File: src/rtl/program_loader.sv
// program_loader: streams a little-endian byte image into instruction memory and holds the CPU in reset until it loads cleanly
// Ports:
//   clock, reset          rising-edge clock, asynchronous active-high reset
//   start                 one-cycle pulse that begins a new load from IDLE, DONE or ERROR
//   in_valid/in_data/in_last/in_ready   byte stream handshake; in_last marks the final byte
//   mem_we/mem_addr/mem_wdata           word write port, word-aligned addresses from 0
//   cpu_reset, done, error, word_count  load status
module program_loader #(
   parameter int MEM_BYTES = 1024
) (
   input  logic        clock,
   input  logic        reset,
   input  logic        start,
   input  logic        in_valid,
   input  logic [7:0]  in_data,
   input  logic        in_last,
   output logic        in_ready,
   output logic        mem_we,
   output logic [31:0] mem_addr,
   output logic [31:0] mem_wdata,
   output logic        cpu_reset,
   output logic        done,
   output logic        error,
   output logic [31:0] word_count
);
   typedef enum logic [2:0] {IDLE, LOAD, WRITE, DONE, ERROR} state_t;
   state_t     r_state;
   logic [1:0] r_idx;
   logic       r_last;
   logic       w_xfer;
   logic       w_ovf;
   assign w_xfer = in_valid && in_ready;
   // widened by one bit so an address near 2^32 cannot wrap past the size check
   assign w_ovf  = ({1'b0, mem_addr} + 33'd4) > 33'(MEM_BYTES);
   always_ff @(posedge clock or posedge reset) begin
      if (reset) begin
         r_state    <= IDLE;
         r_idx      <= 2'd0;
         r_last     <= 1'b0;
         in_ready   <= 1'b0;
         mem_we     <= 1'b0;
         mem_addr   <= 32'd0;
         mem_wdata  <= 32'd0;
         cpu_reset  <= 1'b1;
         done       <= 1'b0;
         error      <= 1'b0;
         word_count <= 32'd0;
      end else begin
         case (r_state)
            IDLE, DONE, ERROR: if (start) begin
               r_state    <= LOAD;
               r_idx      <= 2'd0;
               mem_addr   <= 32'd0;
               word_count <= 32'd0;
               done       <= 1'b0;
               error      <= 1'b0;
               cpu_reset  <= 1'b1;
               in_ready   <= 1'b1;
            end
            LOAD: if (w_xfer) begin
               mem_wdata[{r_idx, 3'b000} +: 8] <= in_data;
               r_idx <= r_idx + 2'd1;
               if (r_idx == 2'd3) begin
                  in_ready <= 1'b0;
                  r_last   <= in_last;
                  if (w_ovf) begin
                     r_state <= ERROR;
                     error   <= 1'b1;
                  end else begin
                     r_state <= WRITE;
                     mem_we  <= 1'b1;
                  end
               end else if (in_last) begin
                  // a truncated final word is discarded rather than padded
                  r_state  <= ERROR;
                  error    <= 1'b1;
                  in_ready <= 1'b0;
               end
            end
            WRITE: begin
               mem_we     <= 1'b0;
               mem_addr   <= mem_addr + 32'd4;
               word_count <= word_count + 32'd1;
               if (r_last) begin
                  r_state   <= DONE;
                  done      <= 1'b1;
                  cpu_reset <= 1'b0;
               end else begin
                  r_state  <= LOAD;
                  in_ready <= 1'b1;
               end
            end
            default: r_state <= IDLE;
         endcase
      end
   end
endmodule

File: config.mk
export PLATFORM = sky130hd
export DESIGN_NAME = program_loader
export DESIGN_NICKNAME = d
export VERILOG_FILES = /design/src/rtl/program_loader.sv
export SDC_FILE = /design/constraint.sdc
export NUM_CORES = 1
export LEC_CHECK = 0
export CORE_AREA = 2 2 102 104
export DETAILED_ROUTE_END_ITERATION = 16
export DIE_AREA = 0 0 104 106
export PLACE_DENSITY_LB_ADDON = 0.3
export REMOVE_ABC_BUFFERS = 1
export SYNTH_ARGS = -nofsm -noshare
export SYNTH_HDL_FRONTEND = slang
export SYNTH_SLANG_ARGS = --single-unit
File: constraint.sdc
create_clock -name clock -period 5.65 [get_ports clock]
set_input_delay 0.8475 -clock clock [delete_from_list [all_inputs] [get_ports clock]]
set_output_delay 0.8475 -clock clock [all_outputs]
set_load 0.05 [all_outputs]
==> results of run 1 <==
## power by group through the flow
stage                     sequential, mW  combinational [mW]  clock (mW)
after floorplan                     1.13               0.203           0
after global routing               0.908               0.704       0.478
after global placement             0.908               0.640           0
after CTS                          0.898               0.658       0.450
after detailed placement           0.912               0.657           0
final                              0.899               0.655       0.446
## state kept, by name (all words and copies together) (netlist names)
signal,flops
r_last,1
mem_addr,30
r_idx,2
in_ready,1
error,1
mem_we,1
word_count,32
mem_wdata,32
cpu_reset,1
done,1
r_state,3
## cells by family after synthesis
family,after synthesis
compound gates,150
buf+inv,41
flops,105
fa+ha+maj,8
simple gates,289
xor+xnor,11
mux,15
other cells,1
## critical path, delay by kind of cell, from the launching register on
family	cells	cell delay [ps]
flops	1	480
compound gates	1	120
xor+xnor	1	170
fa+ha+maj	1	330
simple gates	5	1880
## area by class of cell
cell class / instances / area, um2
Inverter: 10 / 40.0
Clock inverter: 2 / 12.5
Sequential cell: 105 / 2630
Clock buffer: 13 / 169
Fill cell: 810 / 3160
Tap cell: 136 / 170
Timing Repair Buffer: 116 / 1150
Multi-Input combinational cell: 475 / 2680
## cell usage in the layout (no fill, tap or decap), types with 10 or more instances in the layout
cell type          n
o31ai_1           15
nor2_1            30
mux2i_1           14
nand3_1           40
clkdlybuf4s50_1  111
o21ai_0           90
nand4_1           17
and3_1            13
clkbuf_8          12
a21oi_1           10
dfrtp_1          104
nand2_1          137
o211ai_1          10
## Yosys cell counts, types with 3 or more instances
cell type / instances / share of area
xor2_1: 4 / 0.0064
and4_1: 4 / 0.0064
nand3_1: 40 / 0.037
xnor2_1: 7 / 0.011
o41ai_1: 3 / 0.0048
and3_1: 13 / 0.015
a31oi_1: 6 / 0.0068
nor3_1: 6 / 0.0055
nand2_1: 137 / 0.094
nor2_1: 30 / 0.021
or3_1: 4 / 0.0046
a21oi_1: 10 / 0.0091
ha_1: 8 / 0.018
o211ai_1: 10 / 0.014
nand4_1: 17 / 0.019
or2_2: 3 / 0.0034
nor3b_1: 3 / 0.0041
and4_2: 3 / 0.0055
clkbuf_1: 20 / 0.014
o22ai_1: 5 / 0.0057
dfrtp_1: 104 / 0.47
inv_1: 10 / 0.0068
buf_2: 6 / 0.0055
o21ai_0: 90 / 0.082
o31ai_1: 15 / 0.021
buf_4: 3 / 0.0041
or4_1: 3 / 0.0041
mux2i_1: 14 / 0.026
nor4_1: 8 / 0.0091
## per-stage QoR
| stage | total power [mW] | std cells | area, um2 | setup slack, ps | hold WS [ps] |
|---|---|---|---|---|---|
| final | 2.00 | 857 | 6840 | 2580 | 483 |
| after global routing | 2.09 | 857 | 6840 | 2430 | 501 |
| after CTS | 2.01 | 857 | 6840 | 2620 | 484 |
| after detailed placement | 1.57 | 842 | 6660 | 2640 | 470 |
| after global placement | 1.55 | 842 | 6660 | 2760 | 455 |
| after floorplan | 1.33 | 590 | 5340 | 2040 | 522 |
## routing by layer
metal	vias to the layer above	wire length [um]	global-route usage
met5	-	0	0
met4	0	234	0.111
met3	20	730	0.0417
met2	145	6750	0.422
met1	2428	6070	0.331
li1	2416	-	-
## worst paths after layout
| path | end | start | slack [ps] |
|---|---|---|---|
| setup / recovery | mem_we | mem_addr[2] | 2580 |
| hold / removal | cpu_reset | cpu_reset | 480 |
| setup reg to reg | mem_we | mem_addr[2] | 2580 |
| hold reg to reg | cpu_reset | cpu_reset | 480 |
| max in group asynchronous | cpu_reset | reset | 3620 |
| min in group asynchronous | mem_wdata[2] | reset | 1000 |
==> impl_metrics.json, run 1 <==
{
  "synth_fa_ha_area_frac": 0.0183,
  "routed_via_density": 5.84,
  "cp_data_arrival_time_ps": 3370,
  "crit_top_cell": "or4_1",
  "crit_fanout": 8,
  "cap_violations": 0,
  "critPathSlowestCell": "or4_1",
  "worst_pin_slew_ps": 950,
  "clkLatencyLatePin_ps": 370,
  "muxShareOfSynthArea": 0.0276,
  "layout_min_cycle_time_ps": 3070,
  "hold_path.class": "reg -> reg",
  "ys.flop_type": "dfrtp_1",
  "fin_tns_setup_ps": 0,
  "netlist_area_um2": 5480,
  "worstPathRequired_ps": 5950,
  "path_class": "reg -> reg",
  "utilization": 0.684,
  "worst_slew_margin_rel": 0.366,
  "vdd_drop_max_uv": 178,
  "gr-total-overflow": 0,
  "nNetsFinal": 738,
  "grt_pass1_vias": 4799,
  "die_h_um": 106,
  "synth_xor_area_frac": 0.0176,
  "critPathMaxStageDelay_ps": 500,
  "grt_util_all_layers": 0.254,
  "timing.fmax_ghz": 0.326,
  "gp_congestion": 0.920,
  "clockRootBuffer": "clkbuf_8",
  "yosysWarningCount": 0,
  "synth_compound_area_frac": 0.160,
  "layout-drive-gt1-share": 0.0569,
  "cts_setup_buffers": 0,
  "p_sw_frac": 0.389,
  "synth_top_family_by_area": "simple AND/OR/NAND/NOR gates",
  "core_area_um2": 10000,
  "clkSlewWorstSetupHoldPaths_ps": 100,
  "io_buffers": 111,
  "finClkSkew_ps": 7.98,
  "ant_nets": 0,
  "dp_hpwl_um": 9720,
  "synth_cell_types": 57,
  "firstDrtPassIters": 6,
  "period_share": 0.543,
  "die_area_um2": 11000,
  "drt_iter0_markers": 281,
  "drcViolationCount": 0,
  "cts.hold.buffers_added": 0,
  "r2r_cells": 8,
  "seq_power_share": 0.449,
  "rsz0062_at_grt": "no",
  "internal_power_mw": 1.22,
  "grt_max_degree": 68,
  "combPwrFrac": 0.328,
  "h-tree-depth": 3,
  "power.density_nw_per_um2": 292,
  "yosys.area_share.simple": 0.263,
  "syn_area_per_cell_um2": 8.85,
  "synth-seq-cells": 105,
  "wirelength_um": 13800,
  "layout-area-overhead-vs-synth_pct": 24.8,
  "startpoint_type": "flop",
  "min_path_cells": 2,
  "ios": 114,
  "synth_cells": 620,
  "clockBufferDepth": 2,
  "antenna_found_initial": 0,
  "cts.sinks": 105,
  "run_status": "finished clean",
  "synthArstFlopShare": 1.00,
  "synth_edf_count": 0,
  "vias": 5009,
  "diodes": 0,
  "cts_tree": "built",
  "start_util": 0.548,
  "hold_viol_final": 0,
  "grt_pass1_wl_um": 22900,
  "p_sw_mw": 0.779,
  "fp.dieW_um": 104,
  "path_cells": "ha_1, and3_1, nand4_1, or4_1, xnor2_1, or4b_1, or4_1, o21ai_1",
  "power.static_leakage_nw": 2.88,
  "rows": 37,
  "post_cts_resized": 0,
  "numCtsBuffers": 9,
  "crit_path_end_kind": "flop",
  "yosysSeqAreaShare": 0.479,
  "wire_per_inst_um": 16.1,
  "setup_viol": 0,
  "drv_slew": 0,
  "clockPowerShare": 0.223
}
(Power assumes the default switching activity.)
==> run 2, diff against run 1 <==
- CORE_AREA: 2 2 102 104 -> 2 2 112 114
- DIE_AREA: 0 0 104 106 -> 0 0 114 116
- clock period: 5.65 -> 2.65 ns (I/O delays scaled with it)
==> impl_metrics.json, run 2 (synthesized netlist as in run 1, its figures left out) <==
{
  "cp_data_arrival_time_ps": 2860,
  "die_h_um": 116,
  "r2r_start": "mem_addr[3]",
  "fp.dieW_um": 114,
  "vdd_drop_max_uv": 286,
  "power.density_nw_per_um2": 639,
  "core_area_um2": 11900,
  "cap_violations": 0,
  "start_util": 0.460,
  "dp_hpwl_um": 10700,
  "final_cell_mix": "137 x nand2_1, 111 x clkdlybuf4s50_1, 103 x dfrtp_1",
  "io_buffers": 111,
  "h-tree-depth": 3,
  "wire_per_inst_um": 16.5,
  "finClkSkew_ps": 9.29,
  "period_share": 0.977,
  "ios": 114,
  "power_mw": 4.76,
  "die_area_um2": 13200,
  "endpoint": "mem_we",
  "fin_ws_ps": 61.9,
  "cts_tree": "built",
  "cts.sinks": 105,
  "timing.fmax_ghz": 0.386,
  "run_status": "finished clean",
  "numCtsBuffers": 9,
  "crit_path_end_kind": "flop",
  "mostFrequentLayoutCell": "nand2_1",
  "layout-area-overhead-vs-synth_pct": 35.9,
  "drcViolationCount": 0,
  "gr-total-overflow": 0,
  "clockBufferDepth": 2,
  "rows": 40,
  "dp_slack_ps": -50.2,
  "rsz0062_at_grt": "yes",
  "grt_pass1_wl_um": 24500,
  "ant_nets": 0,
  "worst_slew_margin_rel": 0.636,
  "reg.largest.list": "mem_wdata (32), word_count (32), mem_addr (30)",
  "r2r_cells": 8,
  "diodes": 0,
  "r2r_slack_ps": 60,
  "crit_fanout": 4,
  "setup_viol": 0,
  "layout_min_cycle_time_ps": 2590,
  "path_class": "reg -> reg",
  "wirelength_um": 15100,
  "firstDrtPassIters": 6,
  "critPathMaxStageDelay_ps": 470,
  "grt_util_all_layers": 0.231,
  "worst_pin_slew_ps": 546,
  "grt_max_degree": 48,
  "clkSlewWorstSetupHoldPaths_ps": 70,
  "vias": 5227,
  "reg2reg_to": "mem_we",
  "clkLatencyLatePin_ps": 350,
  "startpoint": "mem_addr[3]",
  "post_layout_nonfiller_instances": 918,
  "nNetsFinal": 787,
  "hold_path.class": "in -> async",
  "drt_iter0_markers": 396,
  "antenna_found_initial": 0,
  "layout-drive-gt1-share": 0.136,
  "clockRootBuffer": "clkbuf_16",
  "worstPathRequired_ps": 2920,
  "drv_slew": 0,
  "path_cells": "ha_4, and3_1, nand4_1, or4_4, xnor2_2, or4b_1, or4_1, o21ai_1",
  "utilization": 0.626,
  "dp_cells": 900,
  "startpoint_type": "flop",
  "gp_congestion": 0.895,
  "hold_viol_final": 0,
  "critPathSlowestCell": "or4_4",
  "grt_pass1_vias": 4984,
  "routed_via_density": 5.69,
  "fin_tns_setup_ps": 0,
  "power.static_leakage_nw": 3.20
}
-- run 2: final cells by class --
cell class / instances / area [um2]
fillers: 1025 / 4460
multi-input cells: 475 / 2750
flip-flops and latches: 105 / 2630
repair buffers: 165 / 1530
clock buffers: 9 / 225
well taps: 147 / 184
clock inverters: 7 / 90.1
inverters: 10 / 40.0
-- run 2: how the worst min path moves through the flow --
stage | start | endpoint | slack [ps] | cells past startpoint
6_report | reset | word_count[31] | 460 | 2
5_1_grt | cpu_reset | cpu_reset | 480 | 2
4_1_cts | reset | word_count[28] | 480 | 2
3_5_place_dp | cpu_reset | cpu_reset | 460 | 2
3_3_place_gp | mem_wdata[5] | mem_wdata[5] | 460 | 2
2_1_floorplan | start | r_state[0] | 510 | 2
-- run 2: what timing repair did --
item,CTS,global route
buffers inserted,2,0
pin swaps,6,6
cloned,0,0
gates resized for setup,6,9
setup endpoints to repair,1,5
hold buffers,0,0
-- run 2: worst max-delay path: cells and delay by family, from the launching register on --
kind / cells / cell delay, ps
xor+xnor: 1 / 160
flops: 1 / 410
simple gates: 5 / 1650
compound gates: 1 / 130
fa+ha+maj: 1 / 170
-- run 2: per-layer routing --
metal / track usage / wire length, um
met4: 0.0724 / 107
met1: 0.320 / 6960
met5: 0 / 0
met3: 0.0288 / 682
met2: 0.380 / 7370
-- run 2: where the power goes --
part	internal (mW)	leakage, nW	switching (mW)
Sequential	1.77	1.44	0.142
Combinational	0.456	1.61	0.987
Clock	0.754	0.147	0.654
-- run 2: per-stage QoR --
stage | area (um2) | hold slack (ps)
5_1_grt | 7450 | 483
2_1_floorplan | 5340 | 514
3_3_place_gp | 7040 | 463
4_1_cts | 7400 | 476
3_5_place_dp | 7040 | 465
6_report | 7450 | 456
==> run 3, diff against run 2 <==
- CORE_AREA: 2 2 112 114 -> 2 2 101 103
- DIE_AREA: 0 0 114 116 -> 0 0 103 105
- DONT_BUFFER_PORTS: default -> 1
==> impl_metrics.json, run 3 (synthesized netlist as in run 1, its figures left out) <==
{
  "nNetsFinal": 712,
  "drv_slew": 0,
  "fp.dieW_um": 103,
  "setup_viol": 0,
  "r2r_start": "mem_addr[4]",
  "ant_nets": 0,
  "firstDrtPassIters": 5,
  "r2r_cells": 7,
  "run_status": "finished clean",
  "layout_min_cycle_time_ps": 2620,
  "cts.sinks": 105,
  "wirelength_um": 13900,
  "path_class": "reg -> reg",
  "grt_pass1_wl_um": 22500,
  "min_path_cells": 2,
  "worstPathRequired_ps": 2960,
  "numCtsBuffers": 9,
  "mostFrequentLayoutCell": "nand2_1",
  "dp_hpwl_um": 10000,
  "clkLatencyLatePin_ps": 380,
  "diodes": 0,
  "rsz0062_at_grt": "yes",
  "cap_violations": 0,
  "grt_max_degree": 58,
  "clockRootBuffer": "clkbuf_8",
  "hold_path_end": "mem_wdata[7]",
  "antenna_found_initial": 0,
  "layout-area-overhead-vs-synth_pct": 16.7,
  "grt_util_all_layers": 0.263,
  "ios": 114,
  "vdd_drop_max_uv": 388,
  "clockBufferDepth": 2,
  "h-tree-depth": 3,
  "cts_tree": "built",
  "routed_via_density": 5.94,
  "layout-drive-gt1-share": 0.190,
  "die_h_um": 105,
  "io_buffers": 0,
  "crit_fanout": 8,
  "power.static_leakage_nw": 2.92,
  "core_area_um2": 9640,
  "cp_data_arrival_time_ps": 2940,
  "final_cell_mix": "137 x nand2_1, 102 x dfrtp_1, 90 x o21ai_0",
  "start_util": 0.569,
  "die_area_um2": 10800,
  "finClkSkew_ps": 9.89,
  "clkSlewWorstSetupHoldPaths_ps": 100,
  "gp_congestion": 0.928,
  "reg.largest.list": "mem_wdata (32), word_count (32), mem_addr (30)",
  "min_from": "in_data[7]",
  "drt_iter0_markers": 247,
  "timing.fmax_ghz": 0.381,
  "rows": 36,
  "grt_pass1_vias": 4566,
  "hold_viol_final": 0,
  "utilization": 0.664,
  "vias": 4920,
  "wire_per_inst_um": 16.8,
  "power.density_nw_per_um2": 619,
  "r2r_slack_ps": 30,
  "power_mw": 3.96,
  "startpoint_type": "flop",
  "crit_path_end_kind": "flop",
  "hold_path.class": "in -> reg",
  "drcViolationCount": 0,
  "worst_slew_margin_rel": 0.486,
  "worst_pin_slew_ps": 766,
  "reg2reg_to": "mem_we",
  "gr-total-overflow": 0,
  "period_share": 0.989
}
## run 3: where the power goes
part           internal (mW)  total, mW  switching [mW]
Sequential              1.76       2.39           0.629
Clock                  0.335      0.883           0.548
Combinational          0.221      0.688           0.467
Total                   2.32       3.96            1.64
## run 3: final cells by class
class                           instances  area [um2]
Multi-Input combinational cell        475        2710
Fill cell                             812        3240
Sequential cell                       105        2630
Timing Repair Buffer                   90         691
Tap cell                              133         166
Inverter                               10        40.0
Clock buffer                           10         128
Clock inverter                          5        33.8
## run 3: metal layers
layer / wire (um) / global-route usage / vias to the layer above
met5: 0 / 0 / -
met4: 183 / 0.0902 / 0
met3: 1060 / 0.0622 / 14
li1: - / - / 2356
met1: 5720 / 0.341 / 2385
met2: 6920 / 0.429 / 165
## run 3: repair_timing
| action | 4_1_cts | 5_1_grt |
|---|---|---|
| hold buffers | 1 | 0 |
| hold endpoints to repair | 14 | 0 |
| endpoints found under the setup margin | 1 | 4 |
| cloned | 0 | 0 |
| gates resized for setup | 2 | 6 |
| setup buffers | 0 | 0 |
| pin swaps | 0 | 1 |
## run 3: worst max-delay path by stage
stage,startpoint,end,slack [ps],cells past startpoint
after floorplan,reset,done,-510,1
after CTS,mem_addr[3],mem_we,9,8
final,mem_addr[4],mem_we,30,7
after global routing,mem_addr[3],r_state[1],-160,8
after global placement,mem_addr[2],mem_we,30,8
after detailed placement,mem_addr[3],mem_we,-2,8
## run 3: through the flow
| step | area (um2) | std cells | worst slack (ps) | hold slack, ps | TNS, ps |
|---|---|---|---|---|---|
| after global routing | 6400 | 828 | -160 | 125 | -295 |
| after CTS | 6370 | 828 | 8.64 | 132 | 0 |
| after global placement | 6190 | 812 | 33.9 | 209 | 0 |
| after detailed placement | 6190 | 812 | -1.60 | 208 | -1.60 |
| final | 6400 | 828 | 27.9 | 140 | 0 |
| after floorplan | 5340 | 590 | -506 | 514 | -53850 |
## run 3: critical path: stages (launching register included)
cell     delay, ps
dfrtp_1        510
and3_4         250
nand4_1        140
or4_4          460
xnor2_1        140
or4b_1         460
or4_1          480
o21ai_1        130
